--- config.mk ---
export PLATFORM = sky130hd
export DESIGN_NAME = dot_product_accumulator
export DESIGN_NICKNAME = d
export VERILOG_FILES = /design/src/rtl/dp_pkg.sv /design/src/rtl/multiplier_using_RCA.sv /design/src/rtl/dot_product_accumulator.sv
export SDC_FILE = /design/constraint.sdc
export NUM_CORES = 1
export LEC_CHECK = 0
export ABC_AREA = 1
export BUFFER_PORTS_ARGS = -buffer_cell sky130_fd_sc_hd__buf_4
export CAP_MARGIN = 20
export CORE_UTILIZATION = 40
export CTS_CLUSTER_DIAMETER = 80
export DETAILED_ROUTE_END_ITERATION = 10
export GPL_TIMING_DRIVEN = 0
export PLACE_DENSITY_LB_ADDON = 0.15
export SYNTH_ARGS = -nofsm -noshare
export SYNTH_HDL_FRONTEND = slang
export SYNTH_SLANG_ARGS = --single-unit
export TNS_END_PERCENT = 20
--- constraint.sdc ---
create_clock -name clk -period 2 [get_ports clk]
set_input_delay 0.4 -clock clk [delete_from_list [all_inputs] [get_ports clk]]
set_output_delay 0.4 -clock clk [all_outputs]
set_load 0.01 [all_outputs]
--- src/rtl/dp_pkg.sv ---
`default_nettype none
// ============================================================================
// dp_pkg : shared types and parameter limits for dot_product_accumulator (rev 1.0)
// ============================================================================
package dp_pkg;

    typedef enum logic [1:0] {
        ACCUM = 2'd0,
        DRAIN = 2'd1,
        DONE  = 2'd2
    } state_t;

    localparam int DEF_LEN   = 4;
    localparam int DEF_ACC_W = 18;
    localparam int MIN_LEN   = 2;
    localparam int MAX_LEN   = 64;

    // Narrowest accumulator that can hold LEN full-scale 16-bit products.
    function automatic int min_acc_w(input int len);
        return 16 + $clog2(len);
    endfunction

    localparam int DEF_MIN_ACC_W = min_acc_w(DEF_LEN);

endpackage
`default_nettype wire

--- src/rtl/multiplier_using_RCA.sv ---
`default_nettype none
// ============================================================================
// multiplier_using_RCA : unsigned 8x8 -> 16 array multiplier, ripple-carry rows (rev 1.0)
// ============================================================================
module multiplier_using_RCA (
    input  logic [7:0]  a,
    input  logic [7:0]  b,
    output logic [15:0] product
);

    logic [8:0] row [8];
    logic       carry;
    logic       x;
    logic       y;

    // Row i holds product bits i..i+8; each row ripples one shifted partial product in.
    always_comb begin
        product = '0;
        carry   = 1'b0;
        x       = 1'b0;
        y       = 1'b0;
        row[0]  = {1'b0, a & {8{b[0]}}};
        for (int i = 1; i < 8; i++) begin
            row[i] = '0;
        end
        product[0] = row[0][0];
        for (int i = 1; i < 8; i++) begin
            carry = 1'b0;
            for (int j = 0; j < 8; j++) begin
                x         = row[i-1][j+1];
                y         = a[j] & b[i];
                row[i][j] = x ^ y ^ carry;
                carry     = (x & y) | (carry & (x ^ y));
            end
            row[i][8]  = carry;
            product[i] = row[i][0];
        end
        product[15:8] = row[7][8:1];
    end

endmodule
`default_nettype wire

--- src/rtl/dot_product_accumulator.sv ---
`default_nettype none
// ============================================================================
// dot_product_accumulator : streaming 8-bit dot product, LEN pairs per result (rev 1.0)
// ============================================================================
module dot_product_accumulator
    import dp_pkg::*;
#(
    parameter int LEN   = DEF_LEN,
    parameter int ACC_W = DEF_ACC_W
) (
    input  logic             clk,
    input  logic             rst_n,
    input  logic             clear,
    input  logic             in_valid,
    output logic             in_ready,
    input  logic [7:0]       a,
    input  logic [7:0]       b,
    output logic             out_valid,
    input  logic             out_ready,
    output logic [ACC_W-1:0] out_sum,
    output logic             busy
);

    localparam int               CNT_W    = $clog2(LEN);
    localparam logic [CNT_W-1:0] LAST_CNT = CNT_W'(LEN - 1);

    if (LEN < MIN_LEN || LEN > MAX_LEN || ACC_W < min_acc_w(LEN)) begin : g_param_check
        $error("dot_product_accumulator: LEN must be 2..64 and ACC_W >= 16 + clog2(LEN)");
    end

    state_t           state_q, state_d;
    logic [CNT_W-1:0] cnt_q, cnt_d;
    logic [15:0]      p_q, p_d;
    logic             p_valid_q, p_valid_d;
    logic             p_last_q, p_last_d;
    logic [ACC_W-1:0] acc_q, acc_d;
    logic [15:0]      product;
    logic             accept;
    logic             take_result;
    logic             at_last;

    multiplier_using_RCA u_mult (
        .a       (a),
        .b       (b),
        .product (product)
    );

    // in_ready is a pure state decode so no combinational path reaches it from the inputs.
    assign in_ready    = (state_q == ACCUM);
    assign out_valid   = (state_q == DONE);
    assign out_sum     = acc_q;
    assign busy        = (cnt_q != '0) || p_valid_q || out_valid;
    assign accept      = in_valid && in_ready && !clear;
    assign take_result = out_valid && out_ready;
    assign at_last     = (cnt_q == LAST_CNT);

    always_comb begin
        state_d = state_q;
        if (clear) begin
            state_d = ACCUM;
        end else begin
            case (state_q)
                ACCUM:   if (accept && at_last) state_d = DRAIN;
                // Stay while the final product is still being added into acc.
                DRAIN:   if (!(p_valid_q && p_last_q)) state_d = DONE;
                DONE:    if (out_ready) state_d = ACCUM;
                default: state_d = ACCUM;
            endcase
        end
    end

    always_comb begin
        cnt_d     = cnt_q;
        p_d       = p_q;
        p_valid_d = 1'b0;
        p_last_d  = p_last_q;
        acc_d     = acc_q;
        if (clear) begin
            cnt_d    = '0;
            p_last_d = 1'b0;
            acc_d    = '0;
        end else begin
            if (accept) begin
                p_d       = product;
                p_valid_d = 1'b1;
                p_last_d  = at_last;
                cnt_d     = at_last ? '0 : cnt_q + CNT_W'(1);
            end
            if (take_result) begin
                acc_d = '0;
                cnt_d = '0;
            end else if (p_valid_q) begin
                acc_d = acc_q + ACC_W'(p_q);
            end
        end
    end

    always_ff @(posedge clk or negedge rst_n) begin
        if (!rst_n) begin
            state_q   <= ACCUM;
            cnt_q     <= '0;
            p_q       <= '0;
            p_valid_q <= 1'b0;
            p_last_q  <= 1'b0;
            acc_q     <= '0;
        end else begin
            state_q   <= state_d;
            cnt_q     <= cnt_d;
            p_q       <= p_d;
            p_valid_q <= p_valid_d;
            p_last_q  <= p_last_d;
            acc_q     <= acc_d;
        end
    end

endmodule
`default_nettype wire

==> results of run 1 <==
-- metal layers --
metal	routed length, um	vias to the layer above	GRT usage, %
met4	68	0	4.18
li1	-	1715	-
met1	3850	1564	22.4
met2	4350	48	31.2
met5	0	-	0
met3	243	5	1.93
-- kinds of logic (layout without fill, tap and decap cells) --
kind of cell / after synthesis / count (layout)
buffers and inverters: 118 / 156
AO/OA/AOI/OAI: 51 / 51
flip-flops: 40 / 40
XOR/XNOR: 1 / 1
AND/OR/NAND/NOR: 258 / 258
adder cells (fa/ha/maj): 75 / 75
-- worst max-delay path, cell delays in order --
cell and delay (ns):
clkbuf_16 0.12, nand2_4 0.04, inv_2 0.05, ha_4 0.12
fa_2 0.18, inv_2 0.04, fa_2 0.51, inv_2 0.04
fa_2 0.39, fa_2 0.37, fa_2 0.34, fa_2 0.44
fa_2 0.40, fa_2 0.36, fa_2 0.35, fa_2 0.56
fa_2 0.44, fa_2 0.40, fa_2 0.35, fa_2 0.37
fa_1 0.51, fa_2 0.59, inv_2 0.04, fa_2 0.38
fa_2 0.35, fa_2 0.54, o21ai_2 0.06
-- where the power goes --
part | leakage, nW | internal (mW) | switching, mW
clock | 0.0548 | 0.376 | 0.324
combinational | 2.14 | 1.63 | 1.87
sequential | 0.529 | 0.990 | 0.160
total | 2.73 | 2.99 | 2.36
-- layout by cell type, fill, tap and decap left out, types with 2 or more instances in the layout --
| cell type | instances |
|---|---|
| a21oi_1 | 18 |
| a21oi_2 | 3 |
| a22o_1 | 2 |
| buf_4 | 30 |
| buf_6 | 3 |
| clkbuf_1 | 10 |
| clkbuf_16 | 4 |
| clkbuf_8 | 5 |
| dfrtp_1 | 40 |
| fa_1 | 8 |
| fa_2 | 41 |
| ha_1 | 19 |
| ha_4 | 6 |
| inv_1 | 82 |
| inv_2 | 13 |
| inv_4 | 2 |
| inv_6 | 2 |
| nand2_1 | 187 |
| nand2_2 | 10 |
| nand2_4 | 3 |
| nand3_1 | 22 |
| nand3b_1 | 4 |
| nor2_1 | 22 |
| nor2_2 | 2 |
| nor2_4 | 2 |
| nor3_1 | 3 |
| o21ai_0 | 11 |
| o21ai_1 | 4 |
| o21ai_2 | 10 |
-- final cells by class --
cell class | instances | area (um2)
well taps | 136 | 170
clock inverters | 3 | 46.3
repair buffers | 30 | 225
inverters | 98 | 378
multi-input cells | 385 | 2920
flip-flops and latches | 40 | 1000
fillers | 1055 | 5260
clock buffers | 5 | 68.8
plain buffers | 20 | 204
-- stage by stage --
stage / worst slack [ns] / setup TNS [ns]
final: -6.54 / -54.19
after global routing: -6.78 / -56.36
after CTS: -6.63 / -55.15
after detailed placement: -7.09 / -60.62
after global placement: -7.01 / -60.10
after floorplan: -6.87 / -58.59
-- state kept, by name, summed over array words and instances (netlist names) --
name and flops:
cnt_q 2, out_sum 18, p_last_q 1, p_q 16
p_valid_q 1, state_q 2
-- synthesized netlist by cell type, drive strengths merged --
cell and n:
o32ai 1, a22o 2, o21ai 25, ha 26
nand2 200, nor2 27, dfrtp 40, o211ai 1
xnor2 1, nor3 3, a21oi 21, fa 49
a211oi 1, nand3 23, inv 98, clkbuf 15
buf 5, and2 1, nand3b 4
-- path summary, 6_finish.rpt --
kind / from / endpoint
max: b[1] / p_q[14]
min: rst_n / out_sum[10]
max reg2reg: out_sum[0] / out_sum[14]
min reg2reg: p_q[4] / p_q[4]
max in group asynchronous: rst_n / p_q[7]
min in group clk: out_ready / state_q[1]
-- timing repair --
item,in CTS,in global routing
hold buffers,0,0
buffers inserted,4,1
endpoints found under the setup margin,13,18
gates resized for setup,24,9
pin swaps,25,13
==> metrics.txt, run 1 <==
r2r setup slk=0.18 ns; syn_nets=639; Nets=676; Peak Freq=117 MHz; total die area=0.0109 mm2; DP Area=0.00470 mm2; TritonCTS Buffers=5; Antenna diodes=0; RSZ-0062 raised after global routing=yes; Hold Path Class=in -> async; min Tclk post-route=8.54 ns; Die X=105 um; WL/cell=11.9 um; Synth Area in Compound Gates=7.52%; Placed Cells=704; post-synthesis adder-cell area fraction=31.0%; syn avg cell area=7.75 um2; Post-DRT Antenna Nets=0; first-pass GRT wire length=15.4 mm; number of distinct library cells after synthesis=33; Post-Layout Cell Count=717; Setup Viol. Count Final=13; clk buf depth=2; vias in the first global route=3381; synth-to-layout area growth=19.2%; PwrDens=1070 mW/mm2; Req. time, crit path=2.20 ns; status=finished with violations; Crit. End Element=flop; DRT iter0 DRCs=107; failing checks=negative setup slack; Setup WS post-layout=-6.54 ns; Reg clk slew, reported paths=0.09 ns; Power, Total=5.35 mW; Slew @ Worst Pin=0.512 ns; Netlist Area Pre-Place=0.00421 mm2; initial antenna violation count=0; share of cells above drive strength 1=24.8%; final WL=8.51 mm; pin count of the biggest net entering global routing=41; Initial Utilization=40.9%; depth of the most critical reg-to-reg path=10; area share of the largest cell type after synthesis=23.8%; Mapped Cells=543; Hold WS=0.0604 ns; die height=105 um; Period Utilization, post-route=427%; part of the Yosys area used for sequential elements=23.8%; Yosys warning count=0; Remaining DRCs=0; Synth area leaders=dfrtp_1, fa_1, nand2_1; Critical Path Source Type=primary input; row cnt=37; clk sinks=40; CTS tree=done; port bufs=25; final hold vios=0; largest family of logic cells by synthesized area=adder cells; Synth Area in XOR/XNOR=0.208%; Post-Synth Simple-Gate Area=25.8%; CP arrival=8.73 ns; post-synthesis mux area share=0%; Yosys reg bits=40; worst skew pair latency=0.30 ns; Slew Limit Fails=0; total iterations of the first detailed-routing run=6; DR vias/cell=4.65; # IOs=42; CTS H-tree lvls=2; Worst VDD drop=0.671 mV; Max Clock Skew=0.00882 ns; Leakage=2.73 nW; Synth area leader=dfrtp_1; Relative slew margins=65.8%; hpwl dp=6.98 mm; vias=3332; Clock Tree Root=clkbuf_8; WS Path Type=in -> reg; max cap viols=0; area of the core=0.0103 mm2; GRT Total Usage=17.4%; total grt overflow=0; final design area excluding fillers=0.00502 mm2; GP Congestion=0.809; crit-path max FO=7; post-layout util=48.8%
Power figures use the tool's default switching activity.
==> inputs of run 2 (changes only) <==
==> constraint.sdc (replaced) <==
create_clock -name clk -period 9.9 [get_ports clk]
set_input_delay 0.99 -clock clk [delete_from_list [all_inputs] [get_ports clk]]
set_output_delay 0.99 -clock clk [all_outputs]
set_load 0.01 [all_outputs]
==> metrics.txt, run 2 (same netlist as run 1, synthesis figures left out) <==
status=complete, no violations; CTS tree=done; port bufs=25 (unchanged); Post-Layout Cell Count=712 (-0.70%); hpwl dp=6.96 mm (-0.27%); # IOs=42 (unchanged); Critical Path Source Type=primary input; Filler Cells Inserted=1091 (+3.4%); TritonCTS Buffers=5 (unchanged); first-pass GRT wire length=15.1 mm (-1.8%); commonest cells after routing, fill and taps aside=nand2_1, inv_1, dfrtp_1; Antenna diodes=0 (unchanged); GP Congestion=0.825 (+2.0%); max cap viols=0 (unchanged); WS Path Type=in -> reg; Nets=671 (-0.74%); vias in the first global route=3316 (-1.9%); Initial Utilization=40.9% (unchanged); commonest non-fill, non-tap cell in the layout=nand2_1; PwrDens=211 mW/mm2 (-80%); WL/cell=11.6 um (-1.9%); CP arrival=9.77 ns (+1.04 ns); clk buf depth=2 (unchanged); Power, Total=0.991 mW (-81%); Remaining DRCs=0 (unchanged); crit-path max FO=8 (+1); DR vias/cell=4.65 (about the same); worst skew pair latency=0.30 ns (about the same); Max Clock Skew=0.0112 ns (+0.00234 ns); Setup WS post-layout=0.335 ns (+6.87 ns); Crit. End Element=flop; Setup Viol. Count Final=0 (-13); CTS H-tree lvls=2 (unchanged); total die area=0.0109 mm2 (unchanged); Sum Neg Setup Slack=0 ns (+54.19 ns); RSZ-0062 raised after global routing=no; hold buffers post-CTS=0 (unchanged); Place WS=-0.281 ns (+6.81 ns); share of cells above drive strength 1=15.3% (-9.5 points); Leakage=2.69 nW (-1.4%); Hold Path Class=reg -> reg; total iterations of the first detailed-routing run=4 (-2); Slew @ Worst Pin=0.510 ns (-0.00199 ns); min Tclk post-route=9.57 ns; Relative slew margins=66.0% (+0.13 points); Req. time, crit path=10.10 ns (+7.90 ns); final hold vios=0 (unchanged); Reg clk slew, reported paths=0.09 ns (about the same); total grt overflow=0 (unchanged); max reg flops=18 (unchanged); synth-to-layout area growth=11.7%; final WL=8.29 mm (-2.6%); Slew Limit Fails=0 (unchanged); GRT Total Usage=17.0% (-0.40 points); Die X=105 um (unchanged); Placed Cells=704 (unchanged); area of the core=0.0103 mm2 (unchanged); Period Utilization, post-route=96.6%; clk sinks=40 (unchanged); Peak Freq=105 MHz; Clock Tree Root=clkbuf_8; Worst VDD drop=0.135 mV (-80%); Post-DRT Antenna Nets=0 (unchanged); vias=3309 (-0.69%); row cnt=37 (unchanged); die height=105 um (unchanged); pin count of the biggest net entering global routing=41 (unchanged); initial antenna violation count=0 (unchanged); DRT iter0 DRCs=116 (+8.4%)
[run 2: cell types whose count changed in the layout (fill, tap and decap cells not counted), moves of 3 or more]
cell / change
fa_1: +26
fa_2: -26
inv_1: +11
inv_2: -10
ha_1: +7
ha_4: -6
buf_4: -5
nand2_1: +5
clkbuf_16: -4
clkbuf_2: +3
nand2_2: -3
[run 2: cell type report]
cell class,count,area [um2],share of cell area (%)
multi-input combinational,385,2750,58.6
sequential,40,1000,21.3
inverter,98,375,7.99
timing repair buffer,25,188,3.99
tap,136,170,3.62
buffer,20,120,2.56
clock buffer,5,68.8,1.46
clock inverter,3,23.8,0.506
[run 2: path summary, 6_finish.rpt]
check                      depth (start not counted)     endpoint  slack, ns       start
hold / removal                                     2       p_q[4]       0.48      p_q[4]
max in group asynchronous                          1       p_q[7]       8.89       rst_n
setup reg to reg                                   8   out_sum[8]       7.95  out_sum[0]
min in group asynchronous                          1  out_sum[10]       0.65       rst_n
setup / recovery                                  27      p_q[14]       0.33        a[1]
hold reg to reg                                    2       p_q[4]       0.48      p_q[4]
[run 2: per-stage QoR]
step / hold WS [ns] / instance area [um2] / utilization, %
final: 0.481 / 4700 / 45.7
after global routing: 0.527 / 4700 / 45.7
after CTS: 0.493 / 4660 / 45.3
after detailed placement: 0.472 / 4570 / 44.4
after global placement: 0.469 / 4570 / 44.4
after floorplan: 0.446 / 4210 / -
[run 2: worst max-delay path, cell delays in order]
cell      delay, ns
clkbuf_2       0.15
nand2_1        0.09
inv_1          0.04
ha_1           0.20
fa_1           0.35
inv_1          0.07
fa_1           0.15
inv_1          0.05
fa_1           0.48
fa_1           0.52
fa_1           0.44
fa_1           0.38
fa_1           0.38
fa_1           0.39
fa_2           0.35
fa_1           0.51
fa_2           0.41
fa_1           0.45
fa_1           0.50
fa_1           0.51
fa_2           0.57
inv_1          0.05
fa_1           0.43
fa_2           0.35
fa_1           0.38
fa_1           0.51
o21ai_2        0.06
[run 2: power by group]
group | switching [mW] | total (mW) | internal (mW)
Combinational | 0.359 | 0.645 | 0.286
Sequential | 0.0312 | 0.231 | 0.200
Clock | 0.0651 | 0.115 | 0.0500
[run 2: what timing repair did]
item / 4_1_cts / 5_1_grt
resized for setup: 0 / 24
hold endpoints to repair: 0 / 0
buffers inserted: 0 / 0
setup endpoints to repair: 0 / 2
[run 2: metal layers]
| metal | share of wire, % | track usage (%) | vias to the layer above |
|---|---|---|---|
| met5 | 0 | 0 | - |
| met4 | 1.7 | 5.00 | 0 |
| met3 | 2.9 | 2.00 | 10 |
| met2 | 50 | 30.4 | 54 |
| met1 | 45 | 21.5 | 1543 |
| li1 | - | - | 1702 |
==> inputs of run 3 (changes only) <==
--- a/config.mk
+++ b/config.mk
@@ -13,6 +13,7 @@
 export DETAILED_ROUTE_END_ITERATION = 10
 export GPL_TIMING_DRIVEN = 0
 export PLACE_DENSITY_LB_ADDON = 0.15
+export RECOVER_POWER = 25
 export SYNTH_ARGS = -nofsm -noshare
 export SYNTH_HDL_FRONTEND = slang
 export SYNTH_SLANG_ARGS = --single-unit
==> metrics.txt, run 3 (same netlist as run 1, synthesis figures left out) <==
status=finished with violations; failing checks=max-capacitance violations, max-slew violations; commonest non-fill, non-tap cell in the layout=nand2_1; Clock Tree Root=clkbuf_8; # IOs=42 (unchanged); WL/cell=11.6 um (about the same); GRT Total Usage=17.0% (unchanged); GRT met2 Usage=30.4% (unchanged); vias=3309 (unchanged); worst skew pair latency=0.30 ns (about the same); CTS tree=done; min Tclk post-route=9.57 ns (unchanged); DR vias/cell=4.65 (unchanged); M1 GR Usage=21.5% (unchanged); final WL=8.29 mm (about the same); share of cells above drive strength 1=15.1% (-0.17 points); Slew Limit Fails=41 (+41); global route hottest layer=met2; Nets=671 (unchanged); Slew @ Worst Pin=2.13 ns (+1.62 ns); Antenna diodes=0 (unchanged); Initial Utilization=40.9% (unchanged); TritonCTS Buffers=5 (unchanged); hpwl dp=6.96 mm (unchanged); synth-to-layout area growth=11.6% (about the same); Filler Cells Inserted=1091 (unchanged); pin count of the biggest net entering global routing=41 (unchanged); commonest cells after routing, fill and taps aside=nand2_1, inv_1, dfrtp_1; vias in the first global route=3316 (unchanged); die height=105 um (unchanged); final hold vios=0 (unchanged); multi-input combinational cell area=0.00275 mm2 (unchanged); crit-path max FO=8 (unchanged); Period Utilization, post-route=96.6% (unchanged); max reg flops=18 (unchanged); clk buf depth=2 (unchanged); CP bufs+invs=5 (unchanged); Crit. End Element=flop; Req. time, crit path=10.10 ns (about the same); port bufs=25 (unchanged); max incr delay on CP=0.57 ns (about the same); hold buffers post-CTS=0 (unchanged); Reg clk slew, reported paths=0.09 ns (about the same); grt met3 use=2.00% (unchanged); PwrDens=211 mW/mm2 (about the same); Place WS=-0.281 ns (unchanged); row cnt=37 (unchanged); CTS H-tree lvls=2 (unchanged); DRT iter0 DRCs=116 (unchanged); Die X=105 um (unchanged); area of the core=0.0103 mm2 (unchanged); total iterations of the first detailed-routing run=4 (unchanged); RSZ-0062 raised after global routing=no; post-layout util=45.7% (about the same); Peak Freq=105 MHz (unchanged); GP Congestion=0.825 (unchanged); initial antenna violation count=0 (unchanged); first-pass GRT wire length=15.1 mm (unchanged); cell mode on critical path=fa_1; Remaining DRCs=0 (unchanged); Critical Path Source Type=primary input; total grt overflow=0 (unchanged); Relative slew margins=-42.2% (-110 points); Leakage=2.69 nW (-0.13%); max cap viols=1 (+1); family with the most delay on the worst path=adder cells; slowest CP cell=fa_2; Register Area=0.00100 mm2 (unchanged); Hold Path Class=reg -> reg; CP arrival=9.77 ns (about the same); WS Path Type=in -> reg; Post-DRT Antenna Nets=0 (unchanged); Setup Viol. Count Final=0 (unchanged); Max Clock Skew=0.0112 ns (unchanged); Worst VDD drop=0.135 mV (unchanged); clk sinks=40 (unchanged); Setup WS post-layout=0.335 ns (unchanged); total die area=0.0109 mm2 (unchanged)
-- run 3: cell types whose count changed in the layout (fill, tap and decap cells not counted), sizes merged --
| cell | before | now |
|---|---|---|
| clkbuf | 19 | 20 |
| buf | 31 | 30 |
-- run 3: through the flow --
stage | cells | setup TNS [ns] | instance area [um2] | hold WS (ns) | power, mW
floorplan | 543 | 0 | 4210 | 0.446 | 0.724
global placement | 704 | -0.240 | 4570 | 0.469 | 0.853
detailed placement | 704 | -0.444 | 4570 | 0.472 | 0.876
CTS | 712 | 0 | 4660 | 0.493 | 0.995
global route | 712 | 0 | 4700 | 0.527 | 1.12
finish | 712 | 0 | 4700 | 0.481 | 0.991
-- run 3: layout make-up --
cell class                      instances  share of cell area (%)
Tap cell                              136                    3.62
Multi-Input combinational cell        385                    58.6
Sequential cell                        40                    21.3
Buffer                                 20                    2.56
Timing Repair Buffer                   25                    3.92
Inverter                               98                    7.99
Clock buffer                            5                    1.47
Clock inverter                          3                   0.506
-- run 3: tightest hold or removal path: stages (launching register included) --
cell and delay [ns]:
dfrtp_1 0.35, nand2_1 0.06, nand2_1 0.04
-- run 3: final timing paths --
path,depth (start not counted),to,from,slack (ns)
worst max-delay path,27,p_q[14],a[1],0.33
worst min-delay path,2,p_q[4],p_q[4],0.48
worst max register to register,8,out_sum[8],out_sum[0],7.95
worst min register to register,2,p_q[4],p_q[4],0.48
max in group asynchronous,1,p_q[7],rst_n,7.38
min in group asynchronous,1,out_sum[10],rst_n,1.30
-- run 3: what timing repair did --
item,in CTS,in global routing
endpoints found under the setup margin,0,2
buffers inserted,0,0
gates resized for setup,0,24
endpoints found under the hold margin,0,0
-- run 3: power by group --
part,internal (mW),leakage [nW],total (mW),switching [mW]
Combinational,0.286,2.12,0.645,0.359
Sequential,0.200,0.529,0.231,0.0312
Clock,0.0500,0.0404,0.115,0.0651
Total,0.536,2.69,0.991,0.455
-- run 3: per-layer routing --
layer  up-vias  share of wire (%)
li1       1702                  -
met1      1543                 45
met2        54                 50
met3        10                2.9
met4         0                1.7
met5         -                  0
